<file path="config.mk">
export PLATFORM = sky130hd
export DESIGN_NAME = rpn_keypad_ctrl_flat
export DESIGN_NICKNAME = d
export VERILOG_FILES = /design/src/rtl/rpn_pkg.sv /design/src/rtl/rpn_keypad_ctrl_if.sv /design/src/rtl/sync_2ff.sv /design/src/rtl/rpn_keypad_ctrl.sv /design/src/flat_wrapper.sv
export SDC_FILE = /design/constraint.sdc
export NUM_CORES = 1
export LEC_CHECK = 0
export BUFFER_PORTS_ARGS = -buffer_cell sky130_fd_sc_hd__buf_4
export CAP_MARGIN = 20
export CORE_MARGIN = 2
export CORE_UTILIZATION = 50
export DETAILED_ROUTE_END_ITERATION = 6
export PLACE_DENSITY_LB_ADDON = 0.08
export SYNTH_ARGS = -nofsm -noshare
export SYNTH_HDL_FRONTEND = slang
export SYNTH_SLANG_ARGS = --single-unit
</file>
<file path="constraint.sdc">
create_clock -name clk -period 4.2 [get_ports clk]
set_input_delay 0.63 -clock clk [delete_from_list [all_inputs] [get_ports clk]]
set_output_delay 0.63 -clock clk [all_outputs]
set_load 0.01 [all_outputs]
</file>
<file path="src/rtl/rpn_pkg.sv">
// Shared definitions for the RPN calculator front end: key codes,
// digit encoding and the keypad debounce state machine states.
package rpn_pkg;

    typedef logic [4:0] key_code_t;

    // Operator and control key codes. Digits occupy 5'b0_0000..5'b0_1001.
    localparam key_code_t KEY_PLUS  = 5'b10000;
    localparam key_code_t KEY_MINUS = 5'b10001;
    localparam key_code_t KEY_BACKS = 5'b10010;
    localparam key_code_t KEY_ENTER = 5'b10011;
    localparam key_code_t KEY_UP    = 5'b10100;
    localparam key_code_t KEY_DOWN  = 5'b10101;
    localparam key_code_t KEY_NOP   = 5'b10110;

    // Debounce state machine states.
    typedef enum logic [1:0] {
        IDLE         = 2'd0,
        PRESS_WAIT   = 2'd1,
        HELD         = 2'd2,
        RELEASE_WAIT = 2'd3
    } key_state_e;

    // Classification of one complete four-row scan.
    typedef enum logic [1:0] {
        FRAME_NONE   = 2'd0,
        FRAME_SINGLE = 2'd1,
        FRAME_MULTI  = 2'd2
    } frame_kind_e;

    // Digits are encoded as a zero-extended BCD value.
    function automatic key_code_t digitCode(input logic [3:0] bcd);
        return {1'b0, bcd};
    endfunction

endpackage

</file>
<file path="src/rtl/rpn_keypad_ctrl_if.sv">
// Keypad pins plus the key code / press level handed to the RPN stack.
interface rpn_keypad_ctrl_if;
    import rpn_pkg::*;

    logic [4:0] col_n;
    logic [3:0] row_n;
    key_code_t  key_code;
    logic       key_valid;
    logic       multi_key;

    // The controller drives rows and the stack-side outputs.
    modport master (
        input  col_n,
        output row_n,
        output key_code,
        output key_valid,
        output multi_key
    );

    // The board/stack side drives columns and observes the rest.
    modport slave (
        output col_n,
        input  row_n,
        input  key_code,
        input  key_valid,
        input  multi_key
    );

endinterface

</file>
<file path="src/rtl/sync_2ff.sv">
// Two-flop synchronizer for asynchronous board inputs.
module sync_2ff #(
    parameter int              WIDTH     = 5,
    parameter logic [WIDTH-1:0] RESET_VAL = '1
) (
    input  logic             clk,
    input  logic             rst,
    input  logic [WIDTH-1:0] d_i,
    output logic [WIDTH-1:0] q_o
);

    logic [WIDTH-1:0] stage1_q;
    logic [WIDTH-1:0] stage2_q;

    // Two back-to-back flops give the first stage time to settle from metastability.
    always_ff @(posedge clk or posedge rst) begin
        if (rst) begin
            stage1_q <= RESET_VAL;
            stage2_q <= RESET_VAL;
        end else begin
            stage1_q <= d_i;
            stage2_q <= stage1_q;
        end
    end

    assign q_o = stage2_q;

endmodule

</file>
<file path="src/rtl/rpn_keypad_ctrl.sv">
// Scans the 4x5 key matrix, debounces whole-frame results and presents one
// stable press level plus key code to the RPN stack.
module rpn_keypad_ctrl
    import rpn_pkg::*;
#(
    parameter int SCAN_DIV       = 1000,
    parameter int DEBOUNCE_SCANS = 4
) (
    input  logic               clk,
    input  logic               rst,
    rpn_keypad_ctrl_if.master  kp
);

    localparam int DWELL_W = $clog2(SCAN_DIV);
    localparam int CNT_W   = $clog2(DEBOUNCE_SCANS + 1);
    localparam logic [DWELL_W-1:0] DWELL_LAST = DWELL_W'(SCAN_DIV - 1);
    localparam logic [CNT_W-1:0]   CNT_MAX    = CNT_W'(DEBOUNCE_SCANS);

    // Key-map ROM: row 3 only carries the '0' key, the rest are NOP.
    function automatic key_code_t keyMap(input logic [1:0] row, input logic [2:0] col);
        key_code_t code;
        code = KEY_NOP;
        case (row)
            2'd0: case (col)
                3'd0: code = digitCode(4'd7);
                3'd1: code = digitCode(4'd8);
                3'd2: code = digitCode(4'd9);
                3'd3: code = KEY_PLUS;
                3'd4: code = KEY_BACKS;
                default: code = KEY_NOP;
            endcase
            2'd1: case (col)
                3'd0: code = digitCode(4'd4);
                3'd1: code = digitCode(4'd5);
                3'd2: code = digitCode(4'd6);
                3'd3: code = KEY_MINUS;
                3'd4: code = KEY_ENTER;
                default: code = KEY_NOP;
            endcase
            2'd2: case (col)
                3'd0: code = digitCode(4'd1);
                3'd1: code = digitCode(4'd2);
                3'd2: code = digitCode(4'd3);
                3'd3: code = KEY_UP;
                3'd4: code = KEY_DOWN;
                default: code = KEY_NOP;
            endcase
            default: code = (col == 3'd0) ? digitCode(4'd0) : KEY_NOP;
        endcase
        return code;
    endfunction

    logic [4:0]         colSync;
    logic [DWELL_W-1:0] dwellCnt_q;
    logic [1:0]         rowIdx_q;
    logic [1:0]         frameHits_q;
    key_code_t          frameCode_q;
    logic               multiKey_q;
    key_state_e         state_q, state_d;
    key_code_t          cand_q, cand_d;
    logic [CNT_W-1:0]   cnt_q, cnt_d;
    logic               keyValid_q, keyValid_d;
    key_code_t          keyCode_q, keyCode_d;

    logic               sampleNow;
    logic               frameEnd;
    logic [1:0]         rowHits;
    key_code_t          rowCode;
    logic [1:0]         baseHits;
    logic [2:0]         sumHits;
    logic [1:0]         mergedHits;
    key_code_t          mergedCode;
    frame_kind_e        frameKind;
    logic [CNT_W-1:0]   cntInc;

    sync_2ff #(.WIDTH(5), .RESET_VAL(5'b11111)) uColSync (
        .clk (clk),
        .rst (rst),
        .d_i (kp.col_n),
        .q_o (colSync)
    );

    assign sampleNow = (dwellCnt_q == DWELL_LAST);
    assign frameEnd  = sampleNow && (rowIdx_q == 2'd3);

    // Row dwell timer; the row advances right after its columns are sampled.
    always_ff @(posedge clk or posedge rst) begin
        if (rst) begin
            dwellCnt_q <= '0;
            rowIdx_q   <= 2'd0;
        end else if (sampleNow) begin
            dwellCnt_q <= '0;
            rowIdx_q   <= rowIdx_q + 2'd1;
        end else begin
            dwellCnt_q <= dwellCnt_q + DWELL_W'(1);
        end
    end

    assign kp.row_n = ~(4'b0001 << rowIdx_q);

    // Count pressed columns in the current row (saturating at two) and encode the lowest one.
    always_comb begin
        rowHits = 2'd0;
        rowCode = KEY_NOP;
        for (int c = 4; c >= 0; c--) begin
            if (!colSync[c]) begin
                if (rowHits != 2'd2) rowHits = rowHits + 2'd1;
                rowCode = keyMap(rowIdx_q, 3'(c));
            end
        end
    end

    // Merge this row into the running frame result; row 0 starts a fresh frame.
    always_comb begin
        baseHits   = (rowIdx_q == 2'd0) ? 2'd0 : frameHits_q;
        sumHits    = {1'b0, baseHits} + {1'b0, rowHits};
        mergedHits = (sumHits >= 3'd2) ? 2'd2 : sumHits[1:0];
        mergedCode = (baseHits == 2'd0) ? rowCode : frameCode_q;
        case (mergedHits)
            2'd0:    frameKind = FRAME_NONE;
            2'd1:    frameKind = FRAME_SINGLE;
            default: frameKind = FRAME_MULTI;
        endcase
    end

    // Hold the partial frame result between row samples and publish multi_key at frame end.
    always_ff @(posedge clk or posedge rst) begin
        if (rst) begin
            frameHits_q <= 2'd0;
            frameCode_q <= KEY_NOP;
            multiKey_q  <= 1'b0;
        end else if (sampleNow) begin
            frameHits_q <= mergedHits;
            frameCode_q <= mergedCode;
            if (frameEnd) multiKey_q <= (mergedHits == 2'd2);
        end
    end

    // Debounce state register together with the candidate key and its counter.
    always_ff @(posedge clk or posedge rst) begin
        if (rst) begin
            state_q <= IDLE;
            cand_q  <= KEY_NOP;
            cnt_q   <= '0;
        end else begin
            state_q <= state_d;
            cand_q  <= cand_d;
            cnt_q   <= cnt_d;
        end
    end

    assign cntInc = (cnt_q == CNT_MAX) ? cnt_q : cnt_q + CNT_W'(1);

    // Next-state logic: decisions are taken only on complete frames.
    always_comb begin
        state_d = state_q;
        cand_d  = cand_q;
        cnt_d   = cnt_q;
        if (frameEnd) begin
            case (state_q)
                IDLE: begin
                    if (frameKind == FRAME_SINGLE) begin
                        state_d = PRESS_WAIT;
                        cand_d  = mergedCode;
                        cnt_d   = CNT_W'(1);
                    end
                end
                PRESS_WAIT: begin
                    if (frameKind == FRAME_SINGLE) begin
                        if (mergedCode == cand_q) begin
                            cnt_d = cntInc;
                            if (cntInc >= CNT_MAX) state_d = HELD;
                        end else begin
                            cand_d = mergedCode;
                            cnt_d  = CNT_W'(1);
                        end
                    end else begin
                        state_d = IDLE;
                    end
                end
                HELD: begin
                    if (frameKind == FRAME_NONE) begin
                        state_d = RELEASE_WAIT;
                        cnt_d   = CNT_W'(1);
                    end
                end
                RELEASE_WAIT: begin
                    if (frameKind == FRAME_NONE) begin
                        cnt_d = cntInc;
                        if (cntInc >= CNT_MAX) state_d = IDLE;
                    end else begin
                        state_d = HELD;
                    end
                end
                default: state_d = IDLE;
            endcase
        end
    end

    // Output decode: the code latches only on the press-accept transition, alongside key_valid.
    always_comb begin
        keyValid_d = (state_d == HELD) || (state_d == RELEASE_WAIT);
        keyCode_d  = keyCode_q;
        if ((state_d == HELD) && (state_q == PRESS_WAIT)) keyCode_d = cand_q;
    end

    // Registered outputs keep key_valid and key_code glitch-free.
    always_ff @(posedge clk or posedge rst) begin
        if (rst) begin
            keyValid_q <= 1'b0;
            keyCode_q  <= KEY_NOP;
        end else begin
            keyValid_q <= keyValid_d;
            keyCode_q  <= keyCode_d;
        end
    end

    assign kp.key_code  = keyCode_q;
    assign kp.key_valid = keyValid_q;
    assign kp.multi_key = multiKey_q;

endmodule
</file>
<file path="src/flat_wrapper.sv">
// flat-port wrapper written by rule: the top's interface ports become plain ports
module rpn_keypad_ctrl_flat import rpn_pkg::*;
#(
    parameter int SCAN_DIV       = 1000,
    parameter int DEBOUNCE_SCANS = 4
)
  (clk, rst, kp_col_n, kp_row_n, kp_key_code, kp_key_valid, kp_multi_key);
  rpn_keypad_ctrl_if kp_i ();
  input  logic clk;
  input  logic rst;
  input wire logic [$bits(kp_i.col_n)-1:0] kp_col_n;
  output wire logic [$bits(kp_i.row_n)-1:0] kp_row_n;
  output wire logic [$bits(kp_i.key_code)-1:0] kp_key_code;
  output wire logic [$bits(kp_i.key_valid)-1:0] kp_key_valid;
  output wire logic [$bits(kp_i.multi_key)-1:0] kp_multi_key;
  assign kp_i.col_n = kp_col_n;
  assign kp_row_n = kp_i.row_n;
  assign kp_key_code = kp_i.key_code;
  assign kp_key_valid = kp_i.key_valid;
  assign kp_multi_key = kp_i.multi_key;
  rpn_keypad_ctrl #(.SCAN_DIV(SCAN_DIV), .DEBOUNCE_SCANS(DEBOUNCE_SCANS)) u_core (.clk(clk), .rst(rst), .kp(kp_i));
endmodule
</file>
== Yosys cells after proc, flatten, opt, wreduce, memory -nomap -nowiden ==
Index checks and enable logic that the tools add are counted.
Word-level totals
  register bits: 46
  input port bits: 7
  logic and storage cells: 103
Cells by class
  $add $sub $neg: 8
  $lt $le $gt $ge: 2
  eq/ne operators: 23
  shifts and indexed selects: 1
  multiplexer cells: 44
  bitwise gates (word level): 1
  reduce and logical (&&, ||, !) cells: 12
Operators by type and width (count)
  5-bit two-way mux: 9
  2-bit two-way mux: 18
  5-bit one-hot mux with 3 select lines: 2
  3-bit one-hot mux with 3 select lines: 3
  3-bit two-way mux: 6
  2-bit equality test (second input constant): 7
  3-bit one-hot mux with 4 select lines: 1
  10-bit by 1-bit adder with 10-bit output (second input constant): 1
  10-bit equality test (second input constant): 1
  2-bit zero test: 5
  10-bit two-way mux: 1
  5-bit one-hot mux with 2 select lines: 1
  5-bit AND reduction: 2
  2-bit by 1-bit adder with 2-bit output (second input constant): 4
  2-bit by 1-bit equality test with 1-bit output (second input constant): 4
  2-bit by 1-bit != test with 1-bit output (second input constant): 4
  2-bit != test (second input constant): 4
  2-bit one-hot mux with 4 select lines: 1
  5-bit equality test: 1
  4-bit inverter: 1
  2-bit one-hot mux with 2 select lines: 1
  1-bit by 2-bit << shifter with 4-bit output (first input constant): 1
  2-bit by 2-bit adder with 3-bit output: 1
  3-bit by 1-bit adder with 3-bit output (second input constant): 1
  10 further kinds: 11

== Longest topological paths before layout ==
Gate-level depths: netlist (run 1).
  depth in word-level cells: 24
  mapped depth: 17
  depth with buffers taken out: 17

== Hierarchy ==
A second synthesis (run 1) with hierarchy kept.
Second synthesis, totals
  cell total of the unflattened synthesis: 254
  area, all modules: 2645.0 µm²
By module, submodules not included
  rpn_keypad_ctrl: instances 1, cells an instance 243, area an instance 2378.5 µm²
  sync_2ff: instances 1, cells an instance 11, area an instance 266.5 µm²

== Worst setup path before layout (run 1) ==
No wires, ideal clock.
  path type: register -> register
  start: register u_core.uColSync.stage2_q[3], in the netlist u_core.uColSync.q_o[3]
  end: register u_core.cand_q[3]
  setup time: 0.125 ns
  data arrival time: 3.511 ns
  data required time: 4.075 ns
  setup slack: 0.564 ns
  cell stages (with the launch flop): 18
  clock period less this slack: 3.636 ns
  cells stage by stage: dfstp_2 -> inv_1 -> ha_1 -> mux2i_1 -> ha_1 -> inv_1 -> mux2_2 -> ha_1 -> nand2_1 -> o21ai_0 -> ha_1 -> inv_1 -> fa_1 -> nand3_1 -> nor2_1 -> nand3_1 -> a21oi_1 -> mux2_2
Between the ends
  cells in the longest elaborated chain, start to end: 18
  elaborated cells between the ends (all ways): 34
  classes of those cells: add/sub (4); order compare (1); eq/ne (9); mux (18); reduce/logical (2)
RTL lines
  from (decl): RTL line sync_2ff.sv:13  | logic [WIDTH-1:0] stage2_q;
  from (signal assigned): RTL line sync_2ff.sv:22  | stage2_q <= stage1_q;
  2-bit two-way mux: RTL line rpn_keypad_ctrl.sv:106  | if (!colSync[c]) begin
  2-bit by 1-bit adder with 2-bit output / 2-bit != test (equally long branches): RTL line rpn_keypad_ctrl.sv:107  | if (rowHits != 2'd2) rowHits = rowHits + 2'd1;
  2-bit two-way mux: RTL line rpn_keypad_ctrl.sv:107
  2-bit two-way mux: RTL line rpn_keypad_ctrl.sv:106
  2-bit by 1-bit adder with 2-bit output / 2-bit != test (equally long branches): RTL line rpn_keypad_ctrl.sv:107
  2-bit two-way mux: RTL line rpn_keypad_ctrl.sv:107
  2-bit two-way mux: RTL line rpn_keypad_ctrl.sv:106
  2-bit by 1-bit adder with 2-bit output / 2-bit != test (equally long branches): RTL line rpn_keypad_ctrl.sv:107
  (+2 left out)
  2-bit by 2-bit adder with 3-bit output: RTL line rpn_keypad_ctrl.sv:116  | sumHits = {1'b0, baseHits} + {1'b0, rowHits};
  3-bit by 2-bit greater-or-equal comparator with 1-bit output: RTL line rpn_keypad_ctrl.sv:117  | mergedHits = (sumHits >= 3'd2) ? 2'd2 : sumHits[1:0];
  2-bit two-way mux: RTL line rpn_keypad_ctrl.sv:117
  2-bit by 1-bit equality test with 1-bit output / 2-bit zero test (equally long branches): RTL line rpn_keypad_ctrl.sv:119  | case (mergedHits)
  2-bit one-hot mux with 2 select lines: RTL line rpn_keypad_ctrl.sv:119
  2-bit by 1-bit equality test with 1-bit output: RTL line rpn_keypad_ctrl.sv:162, rpn_keypad_ctrl.sv:169
  2-bit by 1-bit != test with 1-bit output (no line)
  5-bit AND reduction (no line)
  to (signal assigned): RTL line rpn_keypad_ctrl.sv:147  | cand_q <= cand_d;
  to (decl): RTL line rpn_keypad_ctrl.sv:60  | key_code_t cand_q, cand_d;
Parallel ways exist; a longest one is shown, timed or not. The select of a mux whose other input is x is not followed.
A chain may end at the register's enable or synchronous reset.

== Worst setup path after layout (run 1) ==
Ends and elaborated chain as after synthesis.

==> results by group, run 1 <==
Outcome
  – Status: completed

Yosys
  – Post-Synth Adder-Cell Area: 9.05%
  – Post-synthesis simple-gate area fraction: 16.1%
  – Cell count after synthesis: 254
  – Synth Cell Area: 0.00257 mm^2
  – Synth area leaders: dfrtp_1, dfstp_2, ha_1
  – Yosys warns: 0
  – Top cell type's share of synthesized area: 26.3%
  – Mapped Nets: 279
  – Largest family of logic cells by synthesized area: simple AND/OR/NAND/NOR gates
  – Compound-gate portion of the synthesized area: 13.8%
  – Post-synth EDFFs: 0
  – Synth Flop Type: dfrtp_1
  – Post-Synth XOR/XNOR Area: 3.75%
  – Synth unique cells: 51
  – Ys async rst share: 100%
  – Largest area contributor in the netlist: dfrtp_1
  – Post-synthesis sequential element count: 46
  – Post-synthesis mux area share: 7.10%
  – Synthesized area per cell: 10.1 um^2
  – Register area share after synthesis: 45.7%

Final layout
  – Register area: 0.00117 mm^2
  – Most frequent cells in the layout: dfrtp_1, nand2_1, nor2_1
  – Most common cell after layout, fill and taps aside: dfrtp_1
  – Filler cell count: 447
  – Area growth, synth to finish: 12.9%
  – Ant. Diodes: 0
  – Layout cells sized above 1: 23.4%
  – Final Cell Area: 0.00290 mm^2
  – Post-Layout Cell Count: 344
  – Multi-input logic area: 0.00129 mm^2
  – Fin nets: 298

Hold path
  – Hold path startpoint: u_core.uColSync.stage1_q[1]
  – Hold path endpoint: u_core.uColSync.q_o[1]
  – Hold depth: 0
  – Worst min path class: reg2reg

Clocking
  – # H-tree levels: 2
  – Gates resized, CTS repair: 0
  – Clk Latency, worst-skew pair: 300 ps
  – # clock sinks: 46
  – Post-CTS Hold Fix Bufs: 0
  – Post-CTS Setup Bufs: 0
  – CTS tree: yes
  – Inserted Clock Buffers: 5
  – Worst-path clk slew: 90 ps
  – CTS max path bufs: 2
  – CTS root buffer: clkbuf_8

Pwr
  – Leak Pwr: 1.28 nW
  – Final Power: 907 uW
  – Pwr/cell area: 312 mW/mm^2
  – Worst vdd ir: 0.200 mV

Die
  – Number of core rows: 26
  – Initial Utilization: 51.0%
  – I/O pin total: 18
  – Die area: 0.00574 mm^2
  – Core region area: 0.00504 mm^2
  – Die height: 75.7 um
  – Die Wd: 75.7 um

Drt
  – Vias per inst: 5.34
  – DRT Pass-1 Iters: 4
  – DR iter-0 viols: 70
  – Total wire length: 4610 um
  – DRC: 0
  – Post-detailed-route count of antenna-violating nets: 0
  – Wirelength per Cell: 13.4 um
  – Via count: 1837

Placement
  – Final HPWL DP: 3360 um
  – GPL Wtd Cong: 0.797
  – Cells after DPL: 336
  – Area after DPL: 0.00277 mm^2
  – # port buffers: 17

Critical path
  – CP Data Arrival Time: 4150 ps
  – Worst EP required: 4400 ps
  – Worst setup SP type: flip-flop
  – R2R Path End: u_core.cand_q[3]
  – Worst setup path category: reg2reg
  – Reg2Reg Depth: 17
  – FF-to-FF setup slack: 250 ps
  – Critical Path Sink Type: flip-flop
  – Critical Path Fanout Max: 8
  – Worst flop-to-flop path startpoint: u_core.uColSync.q_o[3]

Timing
  – Endpoints failing hold: 0
  – Final Hold Slack: 359 ps
  – RSZ-0062 raised after global routing: no
  – Final setup viols: 0
  – Slew HR: 39.1%
  – Fin crit period: 3950 ps
  – Clock skew: 5.30 ps
  – Post-route setup TNS: 0 ps
  – Slew @ Worst Pin: 912 ps
  – Max Fclk: 253 MHz
  – Max-slew violation count: 0
  – Final period utilization: 94.1%

Global route
  – GRT Util Overall: 18.2%
  – First-pass GRT wire length: 7800 um
  – Vias in the first global route: 1731
  – Largest net degree at the start of global routing: 47
  – GR Overflow Total: 0
  – Initial antenna violation count: 0

Run
  – MaxCap Viol Count: 0
-- where the power goes --
part / leakage (nW) / internal (mW) / total [mW] / switching, mW
clock network: 0.0683 / 0.238 / 0.393 / 0.154
logic: 0.649 / 0.0227 / 0.0548 / 0.0322
registers: 0.561 / 0.452 / 0.459 / 0.00704
total: 1.28 / 0.713 / 0.907 / 0.193
-- per-layer routing --
| metal | global-route usage [%] | share of wire (%) | vias up |
|---|---|---|---|
| li1 | - | - | 922 |
| met1 | 23.6 | 49 | 892 |
| met2 | 30.0 | 47 | 19 |
| met3 | 4.76 | 2.3 | 4 |
| met4 | 5.85 | 1.3 | 0 |
| met5 | 0 | 0 | - |
-- registers in the layout, summed over array words and instances (netlist names), 2 cells and up --
| signal | count |
|---|---|
| u_core.frameHits_q | 2 |
| u_core.rowIdx_q | 2 |
| u_core.state_q | 2 |
| u_core.cand_q | 5 |
| u_core.dwellCnt_q | 10 |
| u_core.kp.key_code | 5 |
| u_core.cnt_q | 3 |
| u_core.uColSync.stage1_q | 5 |
| u_core.uColSync.q_o | 5 |
| u_core.frameCode_q | 5 |
-- synth_stat cells (2+ instances only) --
master and count:
clkbuf_1 3, a21boi_0 3, dfstp_2 19, nand2b_1 3, xor2_1 4, inv_1 22
dfrtp_1 27, mux2_2 10, nand4_1 4, o32a_1 2, nor4_1 3, a21oi_1 8
ha_1 17, a311oi_1 2, o21ai_0 13, a211oi_1 3, xnor2_1 7, nor3_1 7
a22o_1 2, mux2i_1 7, nand2_1 24, and3_1 2, nand3_1 10, nor2_1 24
a31oi_1 2
-- final cells by class --
cell class                 count  area share, %
multi-input combinational    180           44.3
sequential                    46           40.5
timing repair buffer          18           4.65
tap                           70           3.02
inverter                      22           2.84
clock buffer                   5           2.37
clock inverter                 3           2.37
-- stage by stage --
stage	worst slack, ps	util (%)
floorplan	564	-
global placement	347	54.9
detailed placement	221	54.9
CTS	206	57.6
global route	13.3	57.6
finish	248	57.6
-- critical path: stages, from the launching register on --
cell     delay (ps)
dfstp_2         600
inv_1            60
ha_1            290
mux2i_1         200
ha_1            260
inv_1            50
mux2_2          150
ha_1            130
nand2_1          40
o21ai_0          70
ha_1            160
inv_1            40
fa_1            520
nand3_1         110
nor2_1          130
nand3_1         200
a21oi_1         440
mux2_2          380
-- worst max path at each step --
stage | cells after the start | endpoint | slack, ps | startpoint
2_1_floorplan | 17 | u_core.cand_q[3] | 560 | u_core.uColSync.q_o[3]
3_3_place_gp | 17 | u_core.cand_q[3] | 350 | u_core.uColSync.q_o[3]
3_5_place_dp | 17 | u_core.cand_q[3] | 220 | u_core.uColSync.q_o[3]
4_1_cts | 17 | u_core.cand_q[3] | 210 | u_core.uColSync.q_o[3]
5_1_grt | 17 | u_core.cand_q[3] | 10 | u_core.uColSync.q_o[3]
6_report | 17 | u_core.cand_q[3] | 250 | u_core.uColSync.q_o[3]
-- cells by family (layout without fill, tap and decap cells) --
kind of cell	Yosys count	after routing
AND/OR/NAND/NOR	85	85
AO/OA/AOI/OAI	49	49
flip-flops	46	46
XOR/XNOR	11	11
adder cells (fa/ha/maj)	18	18
multiplexers	17	17
buffers and inverters	28	48
(Power assumes the default switching activity.)
==> run 2, diff against run 1 <==
- CORE_ASPECT_RATIO: unset -> 1.4
- SYNTH_HIERARCHICAL: unset -> 1
==> results by group, run 2 <==
Outcome
  – Status: completed

Yosys
  – Synthesized area per cell: 10.4 um^2 (+2.8%)
  – Post-synthesis sequential element count: 46 (unchanged)
  – Synth Cell Area: 0.00265 mm^2 (+2.8%)
  – Synth area leaders: dfrtp_1, dfstp_2, ha_1
  – Yosys warns: 6 (+6)
  – Top cells by instance count after synthesis: dfrtp_1, nor2_1, dfstp_2, inv_1
  – Register area share after synthesis: 44.4% (-1.3 points)
  – Cell count after synthesis: 254 (unchanged)
  – Ys async rst share: 100% (unchanged)
  – Synth Flop Type: dfrtp_1
  – Mapped Nets: 278 (-0.36%)
  – Synth unique cells: 63 (+24%)
  – Top-count cell post-synth: dfrtp_1
  – Top cell type's share of synthesized area: 25.5% (-0.72 points)
  – Largest area contributor in the netlist: dfrtp_1
  – Post-synth EDFFs: 0 (unchanged)

Die
  – Number of core rows: 31 (+19%)
  – Die height: 90.1 um (+19%)
  – Core region area: 0.00512 mm^2 (+1.5%)
  – I/O pin total: 18 (unchanged)
  – Initial Utilization: 51.7% (+0.64 points)
  – Die area: 0.00590 mm^2 (+2.8%)
  – Die Wd: 65.5 um (-14%)

Clocking
  – CTS max path bufs: 2 (unchanged)
  – Inserted Clock Buffers: 5 (unchanged)
  – Post-CTS Hold Fix Bufs: 0 (unchanged)
  – CTS tree: yes
  – Post-CTS Setup Bufs: 0 (unchanged)
  – # H-tree levels: 2 (unchanged)
  – Gates resized, CTS repair: 0 (unchanged)
  – CTS root buffer: clkbuf_8
  – # clock sinks: 46 (unchanged)
  – Clk Latency, worst-skew pair: 300 ps (about the same)
  – Worst-path clk slew: 90 ps (about the same)

Critical path
  – Crit path from: u_core/uColSync/q_o[3]
  – Worst EP required: 4380 ps (-20 ps)
  – Slowest CP cell: dfstp_2
  – Critical Path Sink Type: flip-flop
  – Worst flop-to-flop path startpoint: u_core/uColSync/q_o[3]
  – Crit path buffers/inverters: 2 (-1)
  – Levels on crit path: 15 (-2)
  – Largest delay contributor family on the critical path: adder cells
  – Worst setup endpoint: u_core/kp.key_code[3]
  – Worst path cell trace: inv_1, ha_1, nor2b_1, xnor2_1, a22o_1, ha_1, inv_1, mux2_2, fa_1, nand3_1, nor2_1, nand3_1, nor2_1, nand4_2, mux2_1
  – Worst setup path category: reg2reg
  – FF-to-FF setup slack: 400 ps (+150 ps)
  – Critical Path Fanout Max: 7 (-1)
  – Worst setup SP type: flip-flop
  – Reg2Reg Depth: 15 (-2)
  – CP Data Arrival Time: 3980 ps (-170 ps)
  – R2R Path End: u_core/kp.key_code[3]
  – Crit-path max cell delay: 590 ps (about the same)

Run
  – MaxCap Viol Count: 0 (unchanged)

Global route
  – GRT met2 Usage: 35.3% (+5.3 points)
  – Initial antenna violation count: 0 (unchanged)
  – Grt met3 use: 3.00% (-1.8 points)
  – GR peak layer: met2
  – GRT Util Overall: 19.0% (+0.79 points)
  – GR Util met1: 21.6% (-1.9 points)
  – Vias in the first global route: 1813 (+4.7%)
  – First-pass GRT wire length: 8650 um (+11%)
  – Largest net degree at the start of global routing: 37 (-21%)
  – GR Overflow Total: 0 (unchanged)

Drt
  – Post-detailed-route count of antenna-violating nets: 0 (unchanged)
  – Wirelength per Cell: 14.9 um (+11%)
  – Total wire length: 5070 um (+10%)
  – Via count: 1908 (+3.9%)
  – Vias per inst: 5.61 (+5.1%)
  – DRT Pass-1 Iters: 6 (+2)
  – DRC: 0 (unchanged)
  – DR iter-0 viols: 60 (-14%)

Pwr
  – Worst vdd ir: 0.293 mV (+46%)
  – Leak Pwr: 1.33 nW (+4.0%)
  – Pwr/cell area: 286 mW/mm^2 (-8.3%)

Final layout
  – Number of flip-flops under the largest register name: 10 (unchanged)
  – Most common cell after layout, fill and taps aside: dfrtp_1
  – Biggest register: u_core/dwellCnt_q
  – Area growth, synth to finish: 11.4%
  – Filler cell count: 475 (+6.3%)
  – Fin nets: 297 (-0.34%)
  – Ant. Diodes: 0 (unchanged)
  – Most frequent cells in the layout: dfrtp_1, nor2_1, buf_4
  – Final Util: 57.6% (about the same)
  – Layout cells sized above 1: 23.4% (unchanged)

Timing
  – Slew @ Worst Pin: 632 ps (-280 ps)
  – Post-route setup TNS: 0 ps (unchanged)
  – Fin crit period: 3800 ps (-151 ps)
  – Endpoints failing hold: 0 (unchanged)
  – Max-slew violation count: 0 (unchanged)
  – RSZ-0062 raised after global routing: no
  – Clock skew: 4.74 ps (-0.553 ps)
  – Final period utilization: 90.5% (-3.6 points)
  – Max Fclk: 263 MHz (+4.0%)
  – Final setup viols: 0 (unchanged)
  – Slew HR: 57.8% (+19 points)

Hold path
  – Worst min path class: reg2reg

Placement
  – GPL Wtd Cong: 0.818 (+2.6%)
  – # port buffers: 17 (unchanged)
  – Final HPWL DP: 3800 um (+13%)
run 2: cell count changes after synthesis, moves of 4 or more:
cell      previous run  this run
nand2_1             24        16
mux2_1               0         5
o211ai_1             0         4
mux2_2              10         5
mux2i_1              7         3
o21ai_0             13         8
o21ai_1              0         4
nor2b_1              1         5
run 2: kinds of logic (layout without fill, tap and decap cells):
family | Yosys count | count (layout) | synth area share [%]
flip-flops | 46 | 46 | 44.4
adder cells (fa/ha/maj) | 17 | 17 | 8.33
multiplexers | 15 | 15 | 6.53
AND/OR/NAND/NOR | 83 | 83 | 17.3
AO/OA/AOI/OAI | 56 | 56 | 15.9
buffers and inverters | 27 | 47 | 4.21
XOR/XNOR | 10 | 10 | 3.31
run 2: per-layer routing:
| layer | vias up | share of wire, % |
|---|---|---|
| met5 | - | 0 |
| met4 | 0 | 1.7 |
| met3 | 8 | 2.1 |
| met2 | 20 | 57 |
| met1 | 941 | 39 |
| li1 | 939 | - |
run 2: worst min-delay path by stage:
| stage | slack, ps | cells past startpoint | to | from |
|---|---|---|---|---|
| global route | 360 | 0 | u_core/uColSync/q_o[0] | u_core/uColSync/stage1_q[0] |
| detailed placement | 350 | 0 | u_core/uColSync/q_o[2] | u_core/uColSync/stage1_q[2] |
| CTS | 360 | 0 | u_core/uColSync/q_o[0] | u_core/uColSync/stage1_q[0] |
| global placement | 350 | 0 | u_core/uColSync/q_o[0] | u_core/uColSync/stage1_q[0] |
| floorplan | 350 | 0 | u_core/uColSync/q_o[0] | u_core/uColSync/stage1_q[0] |
| finish | 350 | 0 | u_core/uColSync/q_o[0] | u_core/uColSync/stage1_q[0] |
run 2: worst register-to-register path, stage by stage, from the launching register on:
cell	delay, ps
dfstp_2	590
inv_1	70
ha_1	320
nor2b_1	150
xnor2_1	130
a22o_1	200
ha_1	270
inv_1	30
mux2_2	270
fa_1	570
nand3_1	110
nor2_1	130
nand3_1	120
nor2_1	160
nand4_2	200
mux2_1	380
run 2: final cells by class:
cell class / instances / area [um^2] / share of cell area (%)
Clock buffer: 6 / 72.6 / 2.46
Multi-Input combinational cell: 181 / 1360 / 46.1
Sequential cell: 46 / 1170 / 39.9
Inverter: 19 / 71.3 / 2.42
Timing Repair Buffer: 20 / 150 / 5.09
Clock inverter: 2 / 37.5 / 1.27
Tap cell: 66 / 82.6 / 2.80
run 2: power by group:
group          internal [mW]  switching, mW  leakage (nW)
combinational         0.0245         0.0342         0.717
clock                  0.178          0.149        0.0514
sequential             0.452        0.00715         0.561
run 2: through the flow:
stage	power, mW	worst slack, ps	hold slack [ps]	cells	cell area, um^2
6_report	0.844	399	352	340	2950
5_1_grt	0.877	104	360	340	2950
4_1_cts	0.856	357	356	340	2950
3_5_place_dp	0.527	366	347	332	2840
3_3_place_gp	0.526	459	346	332	2840
2_1_floorplan	0.511	526	345	254	2650
==> run 3, diff against run 2 <==
- ABC_AREA: unset -> 0
- clock period: 4.2 -> 4.4 ns (I/O delays scaled with it)
==> results by group, run 3 (synthesized netlist as in run 2, its figures left out) <==
Clocking
  – Gates resized, CTS repair: 0 (unchanged)
  – Worst-path clk slew: 80 ps (about the same)
  – CTS root buffer: clkbuf_8
  – # H-tree levels: 2 (unchanged)
  – # clock sinks: 46 (unchanged)
  – Inserted Clock Buffers: 5 (unchanged)
  – CTS tree: yes
  – Post-CTS Setup Bufs: 0 (unchanged)
  – Clk Latency, worst-skew pair: 290 ps (about the same)
  – CTS max path bufs: 2 (unchanged)
  – Post-CTS Hold Fix Bufs: 0 (unchanged)

Critical path
  – Critical Path Sink Type: flip-flop
  – Worst EP required: 4580 ps (+200 ps)
  – Worst setup SP type: flip-flop
  – Worst setup path category: reg2reg
  – Critical Path Fanout Max: 7 (unchanged)
  – CP Data Arrival Time: 4160 ps (+180 ps)

Drt
  – Wirelength per Cell: 14.6 um (-1.8%)
  – Via count: 1878 (-1.6%)
  – DRT Pass-1 Iters: 4 (-2)
  – DR iter-0 viols: 87 (+45%)
  – Total wire length: 4970 um (-2.1%)
  – Vias per inst: 5.54 (-1.3%)
  – DRC: 0 (unchanged)
  – Post-detailed-route count of antenna-violating nets: 0 (unchanged)

Timing
  – Slew @ Worst Pin: 605 ps (-26.9 ps)
  – Fin crit period: 3980 ps (+180 ps)
  – Post-route setup TNS: 0 ps (unchanged)
  – Slew HR: 59.6% (+1.8 points)
  – Final period utilization: 90.5% (about the same)
  – RSZ-0062 raised after global routing: no
  – Final setup viols: 0 (unchanged)
  – Max-slew violation count: 0 (unchanged)
  – Clock skew: 4.12 ps (-0.620 ps)
  – Max Fclk: 251 MHz (-4.5%)
  – Endpoints failing hold: 0 (unchanged)

Global route
  – Vias in the first global route: 1864 (+2.8%)
  – GR Overflow Total: 0 (unchanged)
  – GRT Util Overall: 19.1% (+0.050 points)
  – First-pass GRT wire length: 8740 um (+1.0%)
  – Initial antenna violation count: 0 (unchanged)
  – Largest net degree at the start of global routing: 37 (unchanged)

Pwr
  – Pwr/cell area: 265 mW/mm^2 (-7.5%)
  – Cell internal pwr: 599 uW (-8.4%)
  – Share of total power in the clock network: 36.5% (-2.1 points)
  – Switching power: 178 uW (-6.3%)
  – Combinational Power Share: 7.2% (+0.2 points)
  – Worst vdd ir: 0.205 mV (-30%)
  – Seq pwr share: 56.4% (+2.0 points)
  – Leak Pwr: 1.33 nW (about the same)
  – Sw Ratio: 22.9% (+0.40 points)

Die
  – Die area: 0.00590 mm^2 (unchanged)
  – Core region area: 0.00512 mm^2 (unchanged)
  – I/O pin total: 18 (unchanged)
  – Initial Utilization: 51.7% (unchanged)
  – Die Wd: 65.5 um (unchanged)
  – Die height: 90.1 um (unchanged)
  – Number of core rows: 31 (unchanged)

Outcome
  – Status: completed

Final layout
  – Fin nets: 296 (-0.34%)
  – Post-Layout Cell Count: 339 (-0.29%)
  – Ant. Diodes: 0 (unchanged)
  – Most common cell after layout, fill and taps aside: dfrtp_1
  – Filler cell count: 482 (+1.5%)
  – Biggest register: u_core/dwellCnt_q
  – Area growth, synth to finish: 10.9%
  – Number of flip-flops under the largest register name: 10 (unchanged)
  – Layout cells sized above 1: 23.4% (+0.086 points)
  – Most frequent cells in the layout: dfrtp_1, nor2_1, buf_4, inv_1, dfstp_2

Hold path
  – Worst min path class: reg2reg

Placement
  – Final HPWL DP: 3710 um (-2.4%)
  – # port buffers: 17 (unchanged)
  – GPL Wtd Cong: 0.783 (-4.3%)
  – Cells after DPL: 331 (-0.30%)

Run
  – MaxCap Viol Count: 0 (unchanged)
==> run 3: critical path, stage by stage, from the launching register on <==
cell	delay (ps)
dfstp_2	590
inv_1	70
ha_1	320
nor2b_1	150
xnor2_1	130
a22o_1	190
ha_1	270
inv_1	30
mux2_2	270
fa_1	590
nand3_1	110
nor2_1	140
nand3_1	220
nor2_1	210
nand4_2	220
mux2_1	380
==> run 3: power groups by stage <==
stage | Sequential [mW] | Clock, mW | Combinational (mW)
5_1_grt | 0.440 | 0.312 | 0.0632
4_1_cts | 0.438 | 0.291 | 0.0567
3_5_place_dp | 0.446 | 0 | 0.0564
3_3_place_gp | 0.446 | 0 | 0.0561
6_report | 0.438 | 0.284 | 0.0557
2_1_floorplan | 0.442 | 0 | 0.0464
==> run 3: final cells by class <==
cell class / count / area [um^2] / area share (%)
tap: 66 / 82.6 / 2.81
sequential: 46 / 1170 / 40.0
timing repair buffer: 19 / 143 / 4.86
clock inverter: 2 / 10.0 / 0.341
clock buffer: 6 / 93.8 / 3.20
inverter: 19 / 71.3 / 2.43
multi-input combinational: 181 / 1360 / 46.3
==> run 3: final timing paths <==
path / startpoint / end / slack, ps / depth (start not counted)
max: u_core/uColSync/q_o[3] / u_core/kp.key_code[3] / 420 / 15
min: u_core/uColSync/stage1_q[2] / u_core/uColSync/q_o[2] / 360 / 0
max reg2reg: u_core/uColSync/q_o[3] / u_core/kp.key_code[3] / 420 / 15
min reg2reg: u_core/uColSync/stage1_q[2] / u_core/uColSync/q_o[2] / 360 / 0
max in group asynchronous: rst / u_core/kp.key_code[4] / 3580 / 3
min in group asynchronous: rst / u_core/dwellCnt_q[3] / 470 / 3
==> run 3: through the flow <==
stage | util, % | instance area, um^2 | power (mW) | hold WS [ps] | worst slack, ps
after global routing | 57.3 | 2930 | 0.815 | 364 | 176
after detailed placement | 55.3 | 2830 | 0.502 | 347 | 421
after floorplan | - | 2650 | 0.488 | 345 | 726
after global placement | 55.3 | 2830 | 0.502 | 346 | 531
after CTS | 57.3 | 2930 | 0.786 | 359 | 408
final | 57.3 | 2930 | 0.777 | 358 | 420
==> run 3: layer usage <==
layer / share of wire [%] / vias to the layer above / GRT usage, % / wire [um]
li1: - / 946 / - / -
met1: 43 / 906 / 22.9 / 2120
met2: 54 / 22 / 34.1 / 2670
met3: 2.1 / 4 / 3.13 / 106
met4: 1.3 / 0 / 5.90 / 67
met5: 0 / - / 0 / 0
